### config.mk
export PLATFORM = sky130hd
export DESIGN_NAME = param_universal_shift_reg
export DESIGN_NICKNAME = d
export VERILOG_FILES = /design/src/rtl/usr_pkg.sv /design/src/rtl/usr_burst_ctrl.sv /design/src/rtl/param_universal_shift_reg.sv
export SDC_FILE = /design/constraint.sdc
export NUM_CORES = 1
export LEC_CHECK = 0
export ABC_AREA = 1
export CORE_ASPECT_RATIO = 0.5
export CORE_UTILIZATION = 30
export CTS_CLUSTER_DIAMETER = 60
export DETAILED_ROUTE_END_ITERATION = 16
export HOLD_SLACK_MARGIN = 0.06
export PLACE_DENSITY_LB_ADDON = 0.12
export SLEW_MARGIN = 20
export SYNTH_ARGS = -nofsm -noshare
export SYNTH_HDL_FRONTEND = slang
export SYNTH_HIERARCHICAL = 1
export SYNTH_SLANG_ARGS = --single-unit
### constraint.sdc
create_clock -name clk -period 1.9 [get_ports clk]
set_clock_uncertainty 0.1 [all_clocks]
set_input_delay 0.38 -clock clk [delete_from_list [all_inputs] [get_ports clk]]
set_output_delay 0.38 -clock clk [all_outputs]
set_load 0.05 [all_outputs]
### src/rtl/usr_pkg.sv
// Shared definitions for the universal shift register: operation encodings,
// the per-step datapath function and burst-mode qualification.
package usr_pkg;

  localparam int unsigned USR_MAX_W = 64;

  typedef enum logic [2:0] {
    MODE_HOLD = 3'b000,
    MODE_SHL  = 3'b001,
    MODE_SHR  = 3'b010,
    MODE_LOAD = 3'b011,
    MODE_ROL  = 3'b100,
    MODE_ROR  = 3'b101,
    MODE_ASR  = 3'b110,
    MODE_RSVD = 3'b111
  } usr_mode_e;

  typedef logic [USR_MAX_W-1:0] usr_word_t;

  function automatic logic is_burst_mode(input logic [2:0] mode);
    case (mode)
      MODE_SHL, MODE_SHR, MODE_ROL, MODE_ROR, MODE_ASR: return 1'b1;
      default:                                          return 1'b0;
    endcase
  endfunction

  // Operates on a zero-extended word; w is the live register width, and the
  // result is masked back to w bits so callers may truncate freely.
  function automatic usr_word_t usr_step(input logic [2:0]  mode,
                                         input usr_word_t   cur,
                                         input logic        serial_in,
                                         input usr_word_t   in,
                                         input int unsigned w);
    usr_word_t all_ones;
    usr_word_t msb_pos;
    usr_word_t mask;
    usr_word_t nxt;
    logic      msb;
    all_ones = '1;
    msb_pos  = usr_word_t'(1) << (w - 1);
    mask     = ~(all_ones << w);
    msb      = |(cur & msb_pos);
    case (mode)
      MODE_SHL:  nxt = (cur << 1) | usr_word_t'(serial_in);
      MODE_SHR:  nxt = (cur >> 1) | (serial_in ? msb_pos : '0);
      MODE_ROL:  nxt = (cur << 1) | usr_word_t'(msb);
      MODE_ROR:  nxt = (cur >> 1) | (cur[0] ? msb_pos : '0);
      MODE_ASR:  nxt = (cur >> 1) | (msb ? msb_pos : '0);
      MODE_LOAD: nxt = in;
      default:   nxt = cur;
    endcase
    return nxt & mask;
  endfunction

endpackage

### src/rtl/usr_burst_ctrl.sv
// Burst sequencer: latches mode/count on an accepted start, issues one step
// per cycle while busy and pulses done at completion or on a rejected start.
module usr_burst_ctrl
  import usr_pkg::*;
#(
  parameter int unsigned CNT_W = 4
) (
  input  logic             clk,
  input  logic             reset,
  input  logic             start,
  input  logic [2:0]       mode,
  input  logic [CNT_W-1:0] count,
  output logic             busy,
  output logic             done,
  output logic             step_valid,
  output logic [2:0]       step_mode
);

  typedef enum logic {
    ST_IDLE  = 1'b0,
    ST_BURST = 1'b1
  } state_e;

  state_e            r_state, w_state;
  logic [CNT_W-1:0]  r_cnt, w_cnt;
  usr_mode_e         r_mode, w_mode;
  logic              r_done, w_done;

  always_ff @(posedge clk or posedge reset) begin
    if (reset) begin
      r_state <= ST_IDLE;
      r_cnt   <= '0;
      r_mode  <= MODE_HOLD;
      r_done  <= 1'b0;
    end else begin
      r_state <= w_state;
      r_cnt   <= w_cnt;
      r_mode  <= w_mode;
      r_done  <= w_done;
    end
  end

  always_comb begin
    w_state = r_state;
    w_cnt   = r_cnt;
    w_mode  = r_mode;
    w_done  = 1'b0;
    case (r_state)
      ST_IDLE: begin
        if (start) begin
          if (is_burst_mode(mode) && (count != '0)) begin
            w_state = ST_BURST;
            w_cnt   = count;
            w_mode  = usr_mode_e'(mode);
          end else begin
            w_done = 1'b1;
          end
        end
      end
      ST_BURST: begin
        w_cnt = r_cnt - 1'b1;
        if (r_cnt == CNT_W'(1)) begin
          w_state = ST_IDLE;
          w_done  = 1'b1;
        end
      end
      default: w_state = ST_IDLE;
    endcase
  end

  assign busy       = (r_state == ST_BURST);
  assign step_valid = (r_state == ST_BURST);
  assign step_mode  = r_mode;
  assign done       = r_done;

endmodule

### src/rtl/param_universal_shift_reg.sv
// Parametrised universal shift register with single-step operations and an
// autonomous multi-step burst engine.
module param_universal_shift_reg
  import usr_pkg::*;
#(
  parameter  int unsigned      WIDTH     = 8,
  parameter  logic [WIDTH-1:0] RESET_VAL = '0,
  localparam int unsigned      CNT_W     = $clog2(WIDTH + 1)
) (
  input  logic             clk,
  input  logic             reset,
  input  logic             en,
  input  logic [2:0]       mode,
  input  logic             serial_in,
  input  logic [WIDTH-1:0] in,
  input  logic             start,
  input  logic [CNT_W-1:0] count,
  output logic [WIDTH-1:0] out,
  output logic             busy,
  output logic             done,
  output logic             ser_out_msb,
  output logic             ser_out_lsb
);

  logic [WIDTH-1:0] r_out;
  logic [WIDTH-1:0] w_next;
  usr_word_t        w_full;
  logic             w_step_valid;
  logic [2:0]       w_step_mode;
  logic [2:0]       w_sel_mode;
  logic             w_apply;
  logic             w_busy;
  logic             w_done;

  usr_burst_ctrl #(
    .CNT_W(CNT_W)
  ) u_burst_ctrl (
    .clk        (clk),
    .reset      (reset),
    .start      (start),
    .mode       (mode),
    .count      (count),
    .busy       (w_busy),
    .done       (w_done),
    .step_valid (w_step_valid),
    .step_mode  (w_step_mode)
  );

  // A burst step outranks everything; a start seen while idle suppresses en.
  always_comb begin
    w_apply    = w_step_valid | (~start & en);
    w_sel_mode = w_step_valid ? w_step_mode : mode;
    w_full     = usr_step(w_sel_mode, usr_word_t'(r_out), serial_in,
                          usr_word_t'(in), WIDTH);
    w_next     = w_apply ? WIDTH'(w_full) : r_out;
  end

  always_ff @(posedge clk or posedge reset) begin
    if (reset) r_out <= RESET_VAL;
    else       r_out <= w_next;
  end

  assign out         = r_out;
  assign busy        = w_busy;
  assign done        = w_done;
  assign ser_out_msb = r_out[WIDTH-1];
  assign ser_out_lsb = r_out[0];

endmodule

Word level (Yosys, flattened, before mapping)
Index checks and enable logic that the tools add are counted.
- bitwise operators: 9
- $add $sub $neg: 1
- reduce and logical (&&, ||, !) cells: 7
- equality and inequality tests: 14
- mux-type cells: 19
- operators with widths (cell ; count):
    $pmux 8 s6 ; 1
    $mux 8 ; 3
    $or 7x8->8 ; 3
    $eq 3x3->1 const B ; 6
    $or 8x1->8 ; 2
    $eq 3x2->1 const B ; 3
    $mux 1 ; 9
    $mux 4 ; 2
    $pmux 4 s2 ; 1
    $eq 3x1->1 const B ; 2
    $reduce_bool 6->1 ; 1
    $reduce_or 5->1 ; 1
    $eq 4x1->1 const B ; 1
    $pmux 1 s2 ; 2
    $reduce_and 2->1 ; 2
    $reduce_bool 4->1 ; 1
    $sub 4x1->4 const B ; 1
    $mux 3 ; 1
    $reduce_and 3->1 ; 1
    $ne 2x1->1 const B ; 1
    $ne 2x2->1 const B ; 1
    $not 1->1 ; 2
    $and 1x1->1 ; 1
    $logic_and 1x1->1 ; 1
    $or 1x1->1 ; 1
- output and inout port bits: 12
- register bits after elaboration: 17
- word-level logic and storage cells: 55

Depth between registers and ports, before layout
Gate-level depths: netlist of the first run.
- depth in word-level cells: 9
- mapped depth: 12
- mapped depth without buffers: 10

Modules after synthesis
The synthesis of the first run kept the hierarchy.
- modules (own cells, without submodules) (module ; area each (sq um) ; instances ; cells an instance):
    param_universal_shift_reg ; 764.5 ; 1 ; 126
    usr_burst_ctrl ; 549.3 ; 1 ; 70

Least setup slack after synthesis of the first run
No wires, ideal clock.
- path type: reg2reg
- from: register u_burst_ctrl.r_state, in the netlist u_burst_ctrl/busy
- to: register r_out[0], in the netlist out[0]
- cell stages (with the launch flop): 12
- data arrival time: 1.665 ns
- buffers on the path: 2
- required time: 1.682 ns
- library setup time: 0.118 ns
- clock period less this slack: 1.883 ns
- path slack: 0.017 ns
- cell sequence: dfrtp_1 -> buf_4 -> buf_6 -> inv_4 -> nand2_2 -> nand2_4 -> nor2_1 -> nand2_1 -> nand3_4 -> inv_2 -> nand2_1 -> nand2_1
- word-level cells in the longest chain between the ends: 4
- RTL lines (what ; line ; RTL):
    from (decl) ; usr_burst_ctrl.sv:24 ; state_e r_state, w_state;
    from (signal assigned) ; usr_burst_ctrl.sv:36 ; r_state <= w_state;
    $mux 3 ; param_universal_shift_reg.sv:52 ; w_sel_mode = w_step_valid ? w_step_mode : mode;
    $eq 3x2->1, or another cell as far along ; usr_pkg.sv:43 ; case (mode)
    $reduce_bool 6->1 (no source line) ; n/a ;
    $reduce_and 2->1 (no source line) ; n/a ;
    to (signal assigned) ; param_universal_shift_reg.sv:60 ; else r_out <= w_next;
    to (decl) ; param_universal_shift_reg.sv:25 ; logic [WIDTH-1:0] r_out;
Parallel ways exist; a longest one is shown, timed or not.
A chain may end at the register's enable or synchronous reset.

Worst setup path after layout of the first run
- from: register u_burst_ctrl.r_state, in the netlist u_burst_ctrl/busy
- to: output port busy
- RTL lines (what ; line ; RTL):
    to (decl) ; param_universal_shift_reg.sv:19 ; output logic busy,
No word-level cell between the ends.

==> results.cfg, run 1 <==
[critical_path]
start_kind = flip-flop
regToRegSetupSlack_ns = 0.36
rr_endpoint = out[1]
crit_arrival_ns = 1.12
ff2ff_path_depth = 9
r2r_start = u_burst_ctrl/busy
worst-path-max-fanout = 8
critPathTopFamily = flip-flops
critPathBufInv = 2
max_stage_delay_ns = 0.51
crit_path_end_kind = primary output
path_class = flip-flop to primary output
required_ns = 1.42
crit_path_top_delay_cell = dfrtp_1
path_cells = buf_4, buf_12

[cts]
clk_latency_ns = 0.25
cts.sinks = 17
htreeDepth = 1
path_clk_slew_ns = 0.07
cts_buffer_depth = 2
root_buffer = clkbuf_8
postCtsSetupRepairBufs = 0
postCtsResizedCells = 0
cts_hold_buf = 0
cts_buffers = 3
tritoncts = yes

[sta]
fmax_mhz = 625
rsz0062_at_grt = false
slew_headroom = 0.760
drv_slew = 0
fin_crit_sh = 0.842
hold_viol = 0
fin_tns_setup_ns = 0
worst_pin_slew_ns = 0.360
layout_min_cycle_time_ns = 1.60
setup_viol = 0

[floorplan]
pin_count = 32
die_area_um2 = 4660
num_rows = 16
die_w_um = 95.6
die_h_um = 48.8
core_area_um2 = 4040
start_util = 0.325

[drt]
antenna_left = 0
wl_um = 2790
viasPerCell = 4.31
first_iter_violations = 31
drc = 0
drt-pass1-iter-count = 4
num_vias = 1232
avgRoutedWirePerCell_um = 9.74

[power]
pwr-share-clk = 0.088
power.leakage_nw = 0.953
intPower_mw = 1.43
p_comb_frac = 0.683
p_switching_mw = 1.67
seqPwrFrac = 0.229
swShare = 0.539
irDropWorstVdd_mv = 0.435
powerDensity_nw_per_um2 = 1800

[final_layout]
multi_input_area_um2 = 732
syn_to_final_growth_pct = 31.1
instances_no_fill = 286
seq_area_um2 = 425
nNetsFinal = 255
final_common_cell = nand2_1
final_cell_mix = nand2_1 (76), inv_1 (26), clkdlybuf4s50_1 (19)
diodes = 0
fillers = 431
drive_gt1_frac = 0.185

[synth]
ys_seq_area_frac = 0.324
synth_cell_types = 24
syn_inst = 196
synth-seq-cells = 17
syn_area_per_cell_um2 = 6.70
ys_warn_count = 6
syn-cell-area_um2 = 1310
syn_nets = 218

[global_route]
grt_pass1_wl_um = 4750
grt_start_max_net_pins = 14
antenna_found_initial = 0
grt_pass1_vias = 1078
grt_usage = 0.129
grt_overflow = 0

[placement]
hpwl_um = 2240
gp_congestion = 0.809
place_inst = 282
port_buffers = 31

[min_path]
hp-class = input port to asynchronous set/reset pin

[job]
drv_cap = 0

[outcome]
status = completed
## power groups by stage
stage	registers (mW)	logic [mW]	clock network (mW)
2_1_floorplan	0.943	1.41	0
3_3_place_gp	0.715	2.13	0
3_5_place_dp	0.716	2.13	0
4_1_cts	0.710	2.14	0.282
5_1_grt	0.738	2.36	0.297
6_report	0.709	2.12	0.273
## cells in the mapped netlist
library cell | instances | area, um^2
inv_2 | 3 | 11.3
o21ai_1 | 5 | 25.0
nand3_4 | 2 | 35.0
nand2_2 | 7 | 43.8
nand2_1 | 76 | 285
buf_4 | 4 | 30.0
nand2_4 | 4 | 45.0
nor2_8 | 1 | 20.0
xnor2_1 | 1 | 8.76
buf_6 | 1 | 11.3
nand4_4 | 1 | 21.3
nor3_1 | 1 | 5.00
o21ai_0 | 2 | 10.0
nand3_2 | 2 | 20.0
ha_1 | 2 | 25.0
inv_1 | 26 | 97.6
a21oi_1 | 9 | 45.0
nor2_1 | 18 | 67.6
nand3_1 | 10 | 50.1
nand4_1 | 1 | 6.26
inv_4 | 1 | 6.26
a21o_1 | 1 | 7.51
a21boi_2 | 1 | 11.3
dfrtp_1 | 17 | 425
## worst max-delay path by stage
stage	slack [ns]	depth (start not counted)	to	start
after CTS	0.28	2	busy	u_burst_ctrl/busy
after global routing	0.15	11	out[1]	mode[1]
after detailed placement	0.03	11	out[7]	mode[2]
final	0.30	2	busy	u_burst_ctrl/busy
after floorplan	0.02	11	out[0]	u_burst_ctrl/busy
after global placement	0.01	10	out[6]	mode[0]
## worst register-to-register path: stages, from the launching register on
cell and delay (ns):
dfrtp_1 0.51, inv_4 0.09, nand2_2 0.09, nand2_4 0.08
nor2_1 0.14, nand2_1 0.10, nand3_4 0.13, inv_2 0.09
nand2_1 0.07, nand2_1 0.05
## state kept, by name, indices dropped and copies added (netlist names)
| register | cells |
|---|---|
| out | 8 |
| u_burst_ctrl/r_cnt | 4 |
| u_burst_ctrl/step_mode | 3 |
| u_burst_ctrl/busy | 1 |
| u_burst_ctrl/done | 1 |
## routing by layer
metal / vias to the layer above / share of wire / GRT usage
met5: - / 0 / 0
met4: 0 / 0.0014 / 0.0149
met3: 2 / 0.042 / 0.0421
met2: 20 / 0.43 / 0.196
met1: 544 / 0.53 / 0.183
li1: 666 / - / -
## per-stage QoR
stage          hold slack, ns  cell area [um^2]  utilization  total power [mW]  setup WS [ns]
2_1_floorplan          0.0957              1310            -              2.35         0.0168
3_3_place_gp            0.404              1680        0.415              2.85         0.0112
3_5_place_dp            0.411              1680        0.415              2.85         0.0275
4_1_cts                 0.316              1720        0.426              3.13          0.284
5_1_grt                 0.333              1720        0.426              3.39          0.154
6_report                0.301              1720        0.426              3.10          0.300
## cells by family (layout without fill, tap and decap cells)
kind of cell | count (synthesis) | in the layout | synth area share
XOR/XNOR | 1 | 1 | 0.00667
AO/OA/AOI/OAI | 18 | 18 | 0.0752
adder cells (fa/ha/maj) | 2 | 2 | 0.0190
flip-flops | 17 | 17 | 0.324
AND/OR/NAND/NOR | 123 | 123 | 0.456
buffers and inverters | 35 | 71 | 0.119
## area by class of cell
cell class	instances	share of cell area
Inverter	30	0.0668
Sequential cell	17	0.247
Multi-Input combinational cell	144	0.425
Clock buffer	4	0.0261
Tap cell	54	0.0392
Timing Repair Buffer	37	0.196
Power figures use the tool's default switching activity.
==> run 2, diff against run 1 <==
==> constraint.sdc (replaced) <==
create_clock -name clk -period 1.4 [get_ports clk]
set_clock_uncertainty 0.1 [all_clocks]
set_input_delay 0.28 -clock clk [delete_from_list [all_inputs] [get_ports clk]]
set_output_delay 0.28 -clock clk [all_outputs]
set_load 0.05 [all_outputs]
==> run 2 against run 1 <==
Net effect:
- the flow now finishes with violations (negative setup slack)
- first-iteration DRC count is the same
- via count is 5.6% higher
- sequential share of layout area shrank 3.5 points
- setup slack lost 0.38 ns
- hold slack got worse by 0.099 ns
- total power up 62%
- cell count increased by 1.7%
- non-clock buffer count grew 4
- clock power up 36%
- largest cell class unchanged
- largest power group unchanged
- highest routed layer unchanged
==> results.cfg, run 2 (synthesis gave the netlist of run 1 again) <==
[sta]
finalWorstSetupSlack_ns = -0.0777
fin_tns_setup_ns = -0.630
fmax_mhz = 677
worst_pin_slew_ns = 0.370
drv_slew = 0
fin_crit_sh = 1.06
slew_headroom = 0.753
layout_min_cycle_time_ns = 1.48
hold_viol = 0
setup_viol = 9
rsz0062_at_grt = true

[placement]
place_inst = 285
hpwl_um = 2320
port_buffers = 31
gp_congestion = 0.810
dpl_cell_area_um2 = 1870

[final_layout]
syn_to_final_growth_pct = 53.1
nNetsFinal = 260
utilization = 0.498
final_cell_mix = nand2_1 (67), inv_1 (25), clkdlybuf4s50_1 (16), dfrtp_1 (16), nor2_1 (15)
instances_no_fill = 291
drive_gt1_frac = 0.274
fillers = 418
final_area_um2 = 2010
diodes = 0
largest_reg_flops = 8
final_common_cell = nand2_1

[cts]
path_clk_slew_ns = 0.07
cts_buffer_depth = 2
cts.sinks = 17
clk_latency_ns = 0.25
cts_hold_buf = 0
tritoncts = yes
cts_buffers = 3
root_buffer = clkbuf_8
htreeDepth = 1

[floorplan]
num_rows = 16
die_area_um2 = 4660
pin_count = 32
core_area_um2 = 4040
die_w_um = 95.6
start_util = 0.325
die_h_um = 48.8

[drt]
drt-pass1-iter-count = 4
wl_um = 3140
antenna_left = 0
avgRoutedWirePerCell_um = 10.8
drc = 0
num_vias = 1301
viasPerCell = 4.47
first_iter_violations = 31

[critical_path]
required_ns = 1.45
crit_arrival_ns = 1.52
crit_path_end_kind = flip-flop
start_kind = flip-flop
worst-path-max-fanout = 8
path_class = flip-flop to flip-flop

[outcome]
status = finished, violations left
violations = negative setup slack

[global_route]
grt_usage = 0.148
use_met2 = 0.243
grt_start_max_net_pins = 14
top_usage_layer = met2
antenna_found_initial = 0
grt_pass1_wl_um = 5330
grt_overflow = 0
grt_util_met1 = 0.197
grt_pass1_vias = 1176
met3_usage = 0.0436

[power]
powerDensity_nw_per_um2 = 2500
irDropWorstVdd_mv = 0.697
power.leakage_nw = 1.05

[job]
drv_cap = 0

[min_path]
hp-class = input port to asynchronous set/reset pin
## run 2: final cells by class
type,count,area (um^2),area share
Clock buffer,4,45.0,0.0224
Multi-Input combinational cell,145,848,0.422
Timing Repair Buffer,41,502,0.249
Inverter,30,123,0.0609
Sequential cell,17,427,0.212
Tap cell,54,67.6,0.0336
## run 2: repair_timing
action	CTS	global route
gates resized for setup	20	4
buffers inserted	1	0
endpoints found under the setup margin	17	12
cloned	1	0
pin swaps	13	3
## run 2: final timing paths
check | from | slack, ns | depth (start not counted) | end
worst max-delay path | u_burst_ctrl/busy | -0.08 | 10 | out[6]
worst min-delay path | reset | 0.20 | 2 | out[1]
worst max register to register | u_burst_ctrl/busy | -0.08 | 10 | out[6]
worst min register to register | u_burst_ctrl/step_mode[2] | 0.43 | 2 | u_burst_ctrl/step_mode[2]
max in group asynchronous | reset | 0.68 | 2 | u_burst_ctrl/busy
min in group clk | u_burst_ctrl/step_mode[2] | 0.43 | 2 | u_burst_ctrl/step_mode[2]
## run 2: layer usage
metal | share of wire | vias to the layer above
met4 | 0.0060 | 0
met3 | 0.053 | 2
met2 | 0.46 | 29
met5 | 0 | -
met1 | 0.48 | 586
li1 | - | 684
## run 2: critical path, cell delays in order (launching register included)
cell	delay (ns)
dfrtp_2	0.48
inv_6	0.12
nand2_4	0.07
nand2_8	0.10
nand3_4	0.14
inv_4	0.10
nor2_8	0.05
nand2_1	0.05
nand2_1	0.05
nand2_1	0.05
nand2_1	0.04
## run 2: where the power goes
part	internal, mW	switching (mW)	total (mW)
Sequential	0.729	0.318	1.05
Clock	0.202	0.168	0.370
Combinational	1.46	2.15	3.61
## run 2: stage by stage
step           total power [mW]  setup slack (ns)  hold slack, ns
6_report                   5.03           -0.0777           0.203
5_1_grt                    5.45            -0.163           0.246
4_1_cts                    5.04           -0.0751           0.218
3_5_place_dp               4.32            -0.378           0.406
3_3_place_gp               4.29            -0.371           0.402
2_1_floorplan              3.28            -0.287        -0.00434
==> run 3, diff against run 2 <==
--- a/config.mk
+++ b/config.mk
@@ -6,6 +6,7 @@
 export NUM_CORES = 1
 export LEC_CHECK = 0
 export ABC_AREA = 1
+export ABC_CLOCK_PERIOD_IN_PS = 1400
 export CORE_ASPECT_RATIO = 0.5
 export CORE_UTILIZATION = 30
 export CTS_CLUSTER_DIAMETER = 60
==> results of run 3 <==
The final DEF is identical to that of run 2; final timing and power are the same.
